$ cat src/rtl/rob_pkg.sv
// Shared types for the reorder buffer: op encodings, sizing and the entry record.
package rob_pkg;

  localparam int ROB_SIZE = 16;
  localparam int IDX_W    = 4;

  typedef enum logic [1:0] {
    ROB_REG    = 2'd0,
    ROB_STORE  = 2'd1,
    ROB_BRANCH = 2'd2,
    ROB_JALR   = 2'd3
  } rob_op_e;

  typedef struct packed {
    rob_op_e     op;
    logic [4:0]  rd;
    logic        ready;
    logic [31:0] value;
    logic [31:0] alt_pc;
    logic        pred_taken;
  } rob_entry_t;

  // An index is busy when its distance from head (mod ROB_SIZE) is below count.
  function automatic logic rob_busy(input logic [IDX_W-1:0] idx,
                                    input logic [IDX_W-1:0] head,
                                    input logic [IDX_W:0]   count);
    logic [IDX_W-1:0] off;
    off = idx - head;
    return {1'b0, off} < count;
  endfunction

endpackage

$ cat src/rtl/reorder_buffer_if.sv
// Dispatch, CDB capture, operand lookup and commit signals of the reorder buffer.
interface reorder_buffer_if;
  import rob_pkg::*;

  logic              rdy;
  logic              dec_valid;
  logic [1:0]        dec_op;
  logic [4:0]        dec_rd;
  logic              dec_pred_taken;
  logic [31:0]       dec_alt_pc;
  logic [IDX_W-1:0]  alloc_idx;
  logic              full;
  logic              alu_flag;
  logic [31:0]       alu_val;
  logic [IDX_W-1:0]  alu_idx;
  logic              lsb_flag;
  logic [31:0]       lsb_val;
  logic [IDX_W-1:0]  lsb_idx;
  logic [IDX_W-1:0]  q1_idx;
  logic [IDX_W-1:0]  q2_idx;
  logic              q1_ready;
  logic              q2_ready;
  logic [31:0]       q1_val;
  logic [31:0]       q2_val;
  logic              commit_rf_valid;
  logic [4:0]        commit_rd;
  logic [31:0]       commit_val;
  logic [IDX_W-1:0]  commit_idx;
  logic              commit_store_valid;
  logic              jump_wrong;
  logic [31:0]       jump_pc;

  modport master (
    output rdy, dec_valid, dec_op, dec_rd, dec_pred_taken, dec_alt_pc,
           alu_flag, alu_val, alu_idx, lsb_flag, lsb_val, lsb_idx, q1_idx, q2_idx,
    input  alloc_idx, full, q1_ready, q2_ready, q1_val, q2_val,
           commit_rf_valid, commit_rd, commit_val, commit_idx, commit_store_valid,
           jump_wrong, jump_pc
  );

  modport slave (
    input  rdy, dec_valid, dec_op, dec_rd, dec_pred_taken, dec_alt_pc,
           alu_flag, alu_val, alu_idx, lsb_flag, lsb_val, lsb_idx, q1_idx, q2_idx,
    output alloc_idx, full, q1_ready, q2_ready, q1_val, q2_val,
           commit_rf_valid, commit_rd, commit_val, commit_idx, commit_store_valid,
           jump_wrong, jump_pc
  );
endinterface

$ cat src/rtl/reorder_buffer.sv
// In-order retirement buffer: allocates tags, captures CDB results, answers operand
// lookups and retires one entry per cycle through registered commit/flush pulses.
module reorder_buffer
  import rob_pkg::*;
(
  input  logic            clk,
  input  logic            rst,
  reorder_buffer_if.slave rob_if
);

  localparam logic [IDX_W-1:0] IDX_ONE = IDX_W'(1);
  localparam logic [IDX_W:0]   CNT_ONE = (IDX_W+1)'(1);
  localparam logic [IDX_W:0]   CNT_MAX = (IDX_W+1)'(ROB_SIZE);

  rob_entry_t       r_ent [ROB_SIZE];
  logic [IDX_W-1:0] r_head;
  logic [IDX_W-1:0] r_tail;
  logic [IDX_W:0]   r_count;

  logic             r_commit_rf_valid;
  logic             r_commit_store_valid;
  logic             r_jump_wrong;
  logic [4:0]       r_commit_rd;
  logic [31:0]      r_commit_val;
  logic [IDX_W-1:0] r_commit_idx;
  logic [31:0]      r_jump_pc;

  rob_entry_t  w_head_ent;
  rob_entry_t  w_new_ent;
  logic        w_full;
  logic        w_commit;
  logic        w_alloc;
  logic        w_alu_hit;
  logic        w_lsb_hit;
  logic        w_rf;
  logic        w_st;
  logic        w_jw;
  logic [31:0] w_cval;
  logic [31:0] w_jpc;

  assign w_head_ent = r_ent[r_head];
  assign w_full     = (r_count == CNT_MAX);
  assign w_commit   = rob_if.rdy && (r_count != '0) && w_head_ent.ready;
  assign w_alloc    = rob_if.rdy && rob_if.dec_valid && !w_full && !w_jw;
  assign w_alu_hit  = rob_if.rdy && rob_if.alu_flag && rob_busy(rob_if.alu_idx, r_head, r_count);
  assign w_lsb_hit  = rob_if.rdy && rob_if.lsb_flag && rob_busy(rob_if.lsb_idx, r_head, r_count);

  assign w_new_ent = '{op: rob_op_e'(rob_if.dec_op), rd: rob_if.dec_rd, ready: 1'b0,
                       value: 32'd0, alt_pc: rob_if.dec_alt_pc,
                       pred_taken: rob_if.dec_pred_taken};

  always_comb begin
    w_rf   = 1'b0;
    w_st   = 1'b0;
    w_jw   = 1'b0;
    w_cval = w_head_ent.value;
    w_jpc  = w_head_ent.alt_pc;
    if (w_commit) begin
      case (w_head_ent.op)
        ROB_REG:    w_rf = (w_head_ent.rd != 5'd0);
        ROB_STORE:  w_st = 1'b1;
        ROB_BRANCH: w_jw = (w_head_ent.value[0] != w_head_ent.pred_taken);
        ROB_JALR: begin
          w_rf   = (w_head_ent.rd != 5'd0);
          w_cval = w_head_ent.alt_pc;
          w_jw   = 1'b1;
          w_jpc  = {w_head_ent.value[31:1], 1'b0};
        end
        default: ;
      endcase
    end
  end

  // ALU is written after LSB so it wins when both hit the same entry.
  always_ff @(posedge clk) begin
    if (rst) begin
      for (int i = 0; i < ROB_SIZE; i++) r_ent[i] <= '0;
    end else begin
      if (w_alloc) r_ent[r_tail] <= w_new_ent;
      if (w_lsb_hit) begin
        r_ent[rob_if.lsb_idx].ready <= 1'b1;
        r_ent[rob_if.lsb_idx].value <= rob_if.lsb_val;
      end
      if (w_alu_hit) begin
        r_ent[rob_if.alu_idx].ready <= 1'b1;
        r_ent[rob_if.alu_idx].value <= rob_if.alu_val;
      end
    end
  end

  always_ff @(posedge clk) begin
    if (rst || w_jw) begin
      r_head  <= '0;
      r_tail  <= '0;
      r_count <= '0;
    end else begin
      if (w_alloc)  r_tail <= r_tail + IDX_ONE;
      if (w_commit) r_head <= r_head + IDX_ONE;
      case ({w_alloc, w_commit})
        2'b10:   r_count <= r_count + CNT_ONE;
        2'b01:   r_count <= r_count - CNT_ONE;
        default: r_count <= r_count;
      endcase
    end
  end

  always_ff @(posedge clk) begin
    if (rst) begin
      r_commit_rf_valid    <= 1'b0;
      r_commit_store_valid <= 1'b0;
      r_jump_wrong         <= 1'b0;
      r_commit_rd          <= '0;
      r_commit_val         <= '0;
      r_commit_idx         <= '0;
      r_jump_pc            <= '0;
    end else begin
      r_commit_rf_valid    <= w_rf;
      r_commit_store_valid <= w_st;
      r_jump_wrong         <= w_jw;
      if (w_commit) begin
        r_commit_rd  <= w_head_ent.rd;
        r_commit_val <= w_cval;
        r_commit_idx <= r_head;
      end
      if (w_jw) r_jump_pc <= w_jpc;
    end
  end

  // Same-cycle CDB results bypass the entry array, ALU first.
  function automatic logic [32:0] f_lookup(
    input logic [IDX_W-1:0] q, input rob_entry_t ent,
    input logic af, input logic [IDX_W-1:0] ai, input logic [31:0] av,
    input logic lf, input logic [IDX_W-1:0] li, input logic [31:0] lv);
    if (af && ai == q) return {1'b1, av};
    if (lf && li == q) return {1'b1, lv};
    return {ent.ready, ent.value};
  endfunction

  assign {rob_if.q1_ready, rob_if.q1_val} = f_lookup(rob_if.q1_idx, r_ent[rob_if.q1_idx],
      rob_if.alu_flag, rob_if.alu_idx, rob_if.alu_val, rob_if.lsb_flag, rob_if.lsb_idx, rob_if.lsb_val);
  assign {rob_if.q2_ready, rob_if.q2_val} = f_lookup(rob_if.q2_idx, r_ent[rob_if.q2_idx],
      rob_if.alu_flag, rob_if.alu_idx, rob_if.alu_val, rob_if.lsb_flag, rob_if.lsb_idx, rob_if.lsb_val);

  assign rob_if.alloc_idx          = r_tail;
  assign rob_if.full               = w_full;
  assign rob_if.commit_rf_valid    = r_commit_rf_valid;
  assign rob_if.commit_store_valid = r_commit_store_valid;
  assign rob_if.jump_wrong         = r_jump_wrong;
  assign rob_if.commit_rd          = r_commit_rd;
  assign rob_if.commit_val         = r_commit_val;
  assign rob_if.commit_idx         = r_commit_idx;
  assign rob_if.jump_pc            = r_jump_pc;

endmodule
$ cat src/flat_wrapper.sv
// flat-port wrapper written by rule: the top's interface ports become plain ports
module reorder_buffer_flat import rob_pkg::*;
  (clk, rst, rob_if_rdy, rob_if_dec_valid, rob_if_dec_op, rob_if_dec_rd, rob_if_dec_pred_taken, rob_if_dec_alt_pc, rob_if_alu_flag, rob_if_alu_val, rob_if_alu_idx, rob_if_lsb_flag, rob_if_lsb_val, rob_if_lsb_idx, rob_if_q1_idx, rob_if_q2_idx, rob_if_alloc_idx, rob_if_full, rob_if_q1_ready, rob_if_q2_ready, rob_if_q1_val, rob_if_q2_val, rob_if_commit_rf_valid, rob_if_commit_rd, rob_if_commit_val, rob_if_commit_idx, rob_if_commit_store_valid, rob_if_jump_wrong, rob_if_jump_pc);
  reorder_buffer_if rob_if_i ();
  input  logic clk;
  input  logic rst;
  input wire logic [$bits(rob_if_i.rdy)-1:0] rob_if_rdy;
  input wire logic [$bits(rob_if_i.dec_valid)-1:0] rob_if_dec_valid;
  input wire logic [$bits(rob_if_i.dec_op)-1:0] rob_if_dec_op;
  input wire logic [$bits(rob_if_i.dec_rd)-1:0] rob_if_dec_rd;
  input wire logic [$bits(rob_if_i.dec_pred_taken)-1:0] rob_if_dec_pred_taken;
  input wire logic [$bits(rob_if_i.dec_alt_pc)-1:0] rob_if_dec_alt_pc;
  input wire logic [$bits(rob_if_i.alu_flag)-1:0] rob_if_alu_flag;
  input wire logic [$bits(rob_if_i.alu_val)-1:0] rob_if_alu_val;
  input wire logic [$bits(rob_if_i.alu_idx)-1:0] rob_if_alu_idx;
  input wire logic [$bits(rob_if_i.lsb_flag)-1:0] rob_if_lsb_flag;
  input wire logic [$bits(rob_if_i.lsb_val)-1:0] rob_if_lsb_val;
  input wire logic [$bits(rob_if_i.lsb_idx)-1:0] rob_if_lsb_idx;
  input wire logic [$bits(rob_if_i.q1_idx)-1:0] rob_if_q1_idx;
  input wire logic [$bits(rob_if_i.q2_idx)-1:0] rob_if_q2_idx;
  output wire logic [$bits(rob_if_i.alloc_idx)-1:0] rob_if_alloc_idx;
  output wire logic [$bits(rob_if_i.full)-1:0] rob_if_full;
  output wire logic [$bits(rob_if_i.q1_ready)-1:0] rob_if_q1_ready;
  output wire logic [$bits(rob_if_i.q2_ready)-1:0] rob_if_q2_ready;
  output wire logic [$bits(rob_if_i.q1_val)-1:0] rob_if_q1_val;
  output wire logic [$bits(rob_if_i.q2_val)-1:0] rob_if_q2_val;
  output wire logic [$bits(rob_if_i.commit_rf_valid)-1:0] rob_if_commit_rf_valid;
  output wire logic [$bits(rob_if_i.commit_rd)-1:0] rob_if_commit_rd;
  output wire logic [$bits(rob_if_i.commit_val)-1:0] rob_if_commit_val;
  output wire logic [$bits(rob_if_i.commit_idx)-1:0] rob_if_commit_idx;
  output wire logic [$bits(rob_if_i.commit_store_valid)-1:0] rob_if_commit_store_valid;
  output wire logic [$bits(rob_if_i.jump_wrong)-1:0] rob_if_jump_wrong;
  output wire logic [$bits(rob_if_i.jump_pc)-1:0] rob_if_jump_pc;
  assign rob_if_i.rdy = rob_if_rdy;
  assign rob_if_i.dec_valid = rob_if_dec_valid;
  assign rob_if_i.dec_op = rob_if_dec_op;
  assign rob_if_i.dec_rd = rob_if_dec_rd;
  assign rob_if_i.dec_pred_taken = rob_if_dec_pred_taken;
  assign rob_if_i.dec_alt_pc = rob_if_dec_alt_pc;
  assign rob_if_i.alu_flag = rob_if_alu_flag;
  assign rob_if_i.alu_val = rob_if_alu_val;
  assign rob_if_i.alu_idx = rob_if_alu_idx;
  assign rob_if_i.lsb_flag = rob_if_lsb_flag;
  assign rob_if_i.lsb_val = rob_if_lsb_val;
  assign rob_if_i.lsb_idx = rob_if_lsb_idx;
  assign rob_if_i.q1_idx = rob_if_q1_idx;
  assign rob_if_i.q2_idx = rob_if_q2_idx;
  assign rob_if_alloc_idx = rob_if_i.alloc_idx;
  assign rob_if_full = rob_if_i.full;
  assign rob_if_q1_ready = rob_if_i.q1_ready;
  assign rob_if_q2_ready = rob_if_i.q2_ready;
  assign rob_if_q1_val = rob_if_i.q1_val;
  assign rob_if_q2_val = rob_if_i.q2_val;
  assign rob_if_commit_rf_valid = rob_if_i.commit_rf_valid;
  assign rob_if_commit_rd = rob_if_i.commit_rd;
  assign rob_if_commit_val = rob_if_i.commit_val;
  assign rob_if_commit_idx = rob_if_i.commit_idx;
  assign rob_if_commit_store_valid = rob_if_i.commit_store_valid;
  assign rob_if_jump_wrong = rob_if_i.jump_wrong;
  assign rob_if_jump_pc = rob_if_i.jump_pc;
  reorder_buffer u_core (.clk(clk), .rst(rst), .rob_if(rob_if_i));
endmodule
$ cat config.mk
export PLATFORM = sky130hd
export DESIGN_NAME = reorder_buffer_flat
export DESIGN_NICKNAME = d
export VERILOG_FILES = /design/src/rtl/rob_pkg.sv /design/src/rtl/reorder_buffer_if.sv /design/src/rtl/reorder_buffer.sv /design/src/flat_wrapper.sv
export SDC_FILE = /design/constraint.sdc
export NUM_CORES = 2
export LEC_CHECK = 0
export CORE_AREA = 8 8 494 496
export CTS_BUF_LIST = sky130_fd_sc_hd__clkbuf_8
export DETAILED_ROUTE_END_ITERATION = 10
export DIE_AREA = 0 0 502 504
export PLACE_DENSITY = 0.55
export SYNTH_ARGS = -nofsm -noshare
export SYNTH_HDL_FRONTEND = slang
export SYNTH_SLANG_ARGS = --single-unit
$ cat constraint.sdc
create_clock -name clk -period 6.6 [get_ports clk]
set_input_delay 0.99 -clock clk [delete_from_list [all_inputs] [get_ports clk]]
set_output_delay 0.99 -clock clk [all_outputs]
set_load 0.1 [all_outputs]
==> run metrics <==
final routed DRC violation total 0; number of different library cells in the post-synthesis netlist 53; P_leak about 27 nW; Fin Clk Skew just over 60 ps; I/O pin cnt roughly 270; TritonCTS clock tree yes; mean area per synthesized cell around 15 sq um; count of final setup violators 0; cts bufs inserted roughly 210; Sum Neg Setup Slack 0 ps; final worst setup slack between 1000 and 1500 ps; aggregate routed wire length around 260 mm; final-layout fill cell count about 23000; Antenna Nets Post-Route 0; TritonRoute pass-1 iters 6; total global-route track usage approximately a fifth; category of the most critical setup path reg -> reg; worst vdd ir approximately 0.2 mV; post-CTS resize count 0; min Tclk post-route around 5300 ps; largest net degree at the start of global routing between 100 and 150; # Post-CTS Setup Buffers 0; height of the die 504 um; total number of vias approximately 45000; number of flops mapped to enable cells by yosys between 1000 and 1500; run status complete, no violations; share of layout cells above drive strength 1 27.8%; number of I/O port buffers around 270; number of pins exceeding their max-slew limit in the final report 0; clk root buf clkbuf_8; largest area contributor in the synthesized netlist edfxtp_1; crit end category register; number of cells produced by synthesis 4451; area delta synth->final 15.4%; Initial Utilization 28.8%; number of warnings reported in the yosys synthesis log 0; max cap viols 0; grt total ovfl 0; slew margin rel. around 22%; initial drt markers 6176; antenna violations before repair 42; worst reg2reg path depth 11; Setup crit start kind register; power per cell area approximately 230 mW/mm^2; Via-to-Cell Ratio around 5.7; main flop type after synthesis edfxtp_1; routed wirelength normalized by instance count 32.8 um; clock latency at the later pin of the worst-skew pair about 1000 ps; number of instances on the worst hold path 2; data arrival time of the critical path ~5900 ps; sequential element share of the synthesized area between 50% and 60%; maximum fanout along the worst path 66; biggest area contributors in the synthesized netlist edfxtp_1, mux4_2, a22o_1; Die Wd between 500 and 600 um; maximum buffer depth of the clock tree 3; routability congestion estimate ~0.82; Clk pin slew, worst setup/hold paths around 60 ps; flip-flop and latch count after synthesis 1261; pre-CTS WS between 900 and 1000 ps; Critical Path RT between 7000 and 8000 ps; H-tree lvl count 4; Post-CTS Hold Buffers 0; slew at the pin closest to its max-slew limit ~1200 ps; DIE AREA 0.253 sq mm; CTS sink count ~1300; Layout Nets ~4700; Placeable Area about 0.24 sq mm; netlist area before placement between 0.06 and 0.07 sq mm; setup repair after global routing missed its margin no; fraction of synthesis flops using an asynchronous set or reset pin 0%; first-pass GRT wire length around 360 mm; Synthesized Nets 4604; via count of the first global-routing pass roughly 45000; type of the most critical hold path in -> reg; final period utilization between 80% and 90%; number of placement rows about 180; Synth top area share between 50% and 60%; Pwr Total between 15 and 20 mW; Peak Freq roughly 0.19 GHz; post-detail-place hpwl between 150 and 200 mm; number of hold violations in the final report 0
## area by class of cell
class / count / area, sq um / share of cell area, %
antenna: 19 / 47.5 / 0.0605
clock buffer: 223 / 3070 / 3.91
clock inverter: 166 / 1060 / 1.34
inverter: 38 / 143 / 0.182
multi-input combinational: 2585 / 29400 / 37.4
sequential: 1261 / 36800 / 46.8
tap: 3167 / 3960 / 5.04
timing repair buffer: 433 / 4140 / 5.27
## report_power, final
part	internal, mW	switching, mW	total (mW)
Sequential	8.98	0.133	9.11
Combinational	0.730	1.54	2.27
Clock	3.45	3.53	6.98
Total	13.2	5.20	18.4
## Yosys cell counts, drive strengths merged (3+ instances only)
cell type / count
inv: 37
a311oi: 31
a211o: 16
or2: 17
a21oi: 40
a21o: 4
nor2: 70
xor2: 18
o21ai: 66
nor2b: 9
buf: 158
mux4: 693
fa: 3
ha: 24
dfxtp: 109
nand2b: 23
nand4: 8
a221o: 29
nor4: 14
or3: 4
nor3: 27
a31oi: 5
mux2i: 78
edfxtp: 1152
xnor2: 17
and3: 31
and2: 644
clkbuf: 409
nand2: 160
a2111oi: 4
a22o: 513
nand3: 20
## path summary, 6_finish.rpt
check / end / startpoint / slack, ps
max: u_core.r_ent[13][56]$_DFFE_PP_ / register / 1300
min: u_core.rob_if.commit_idx[0]$_SDFFE_PP0N_ / rst / 440
max reg2reg: u_core.r_ent[13][56]$_DFFE_PP_ / register / 1300
min reg2reg: u_core.rob_if.jump_pc[0]$_SDFFE_PP0P_ / u_core.rob_if.jump_pc[0]$_SDFFE_PP0P_ / 460
## through the flow
step | instances | util, % | hold slack, ps | instance area, sq um
floorplan | 4451 | - | 487 | 68100
global placement | 7484 | 31.5 | 444 | 74400
detailed placement | 7484 | 31.5 | 449 | 74400
finish | 7892 | 33.3 | 439 | 78600
global route | 7879 | 33.2 | 374 | 78500
CTS | 7873 | 33.2 | 331 | 78500
## cells in the final DEF (no fill, tap or decap), drive strengths merged, types with 78 or more instances in the layout
cell	synthesis	final
buf	158	248
and2	644	644
clkbuf	409	223
inv	37	125
mux2i	78	78
clkdlybuf4s50	0	185
edfxtp	1152	1152
mux4	693	693
a22o	513	513
nand2	160	160
dfxtp	109	109
## worst max-delay path: stages (launching register included)
cell	delay, ps
dfxtp_4	730
mux4_2	600
mux4_2	530
ha_2	190
buf_4	330
clkinv_1	180
o221ai_4	310
a21oi_4	240
buf_4	590
or2_2	250
nand2b_2	110
buf_4	640
## sequential cells by signal, summed over array words and instances (netlist names), named ones only
signal                            flops
u_core.rob_if.commit_idx              4
u_core.rob_if.commit_rf_valid         1
u_core.rob_if.jump_pc                32
u_core.r_ent                       1168
u_core.r_count                        5
u_core.rob_if.commit_val             32
u_core.rob_if.commit_store_valid      1
u_core.rob_if.commit_rd               5
u_core.rob_if.jump_wrong              1
u_core.rob_if.alloc_idx               4
u_core.r_head                         4
## logic make-up (layout without fill, tap and decap cells)
kind of cell	count (synthesis)	after routing	synth area share, %
AOI/OAI and AO/OA	718	718	8.77
DFF	1261	1261	54.0
buffers and inverters	605	860	3.53
xor gates and xnor gates	35	35	0.450
and+or+nand+nor	1034	1034	8.65
other	0	19	0
adders and majority gates	27	27	0.529
muxes	771	771	24.1
## layer usage
metal  vias to the layer above  GRT usage, %  part of all wire, %
li1                      18000             -                    -
met1                     23800          25.9                   39
met2                      2732          32.0                   47
met3                       554          4.91                   10
met4                        10          6.94                  3.8
met5                         -             0                0.025
(Power assumes the default switching activity.)
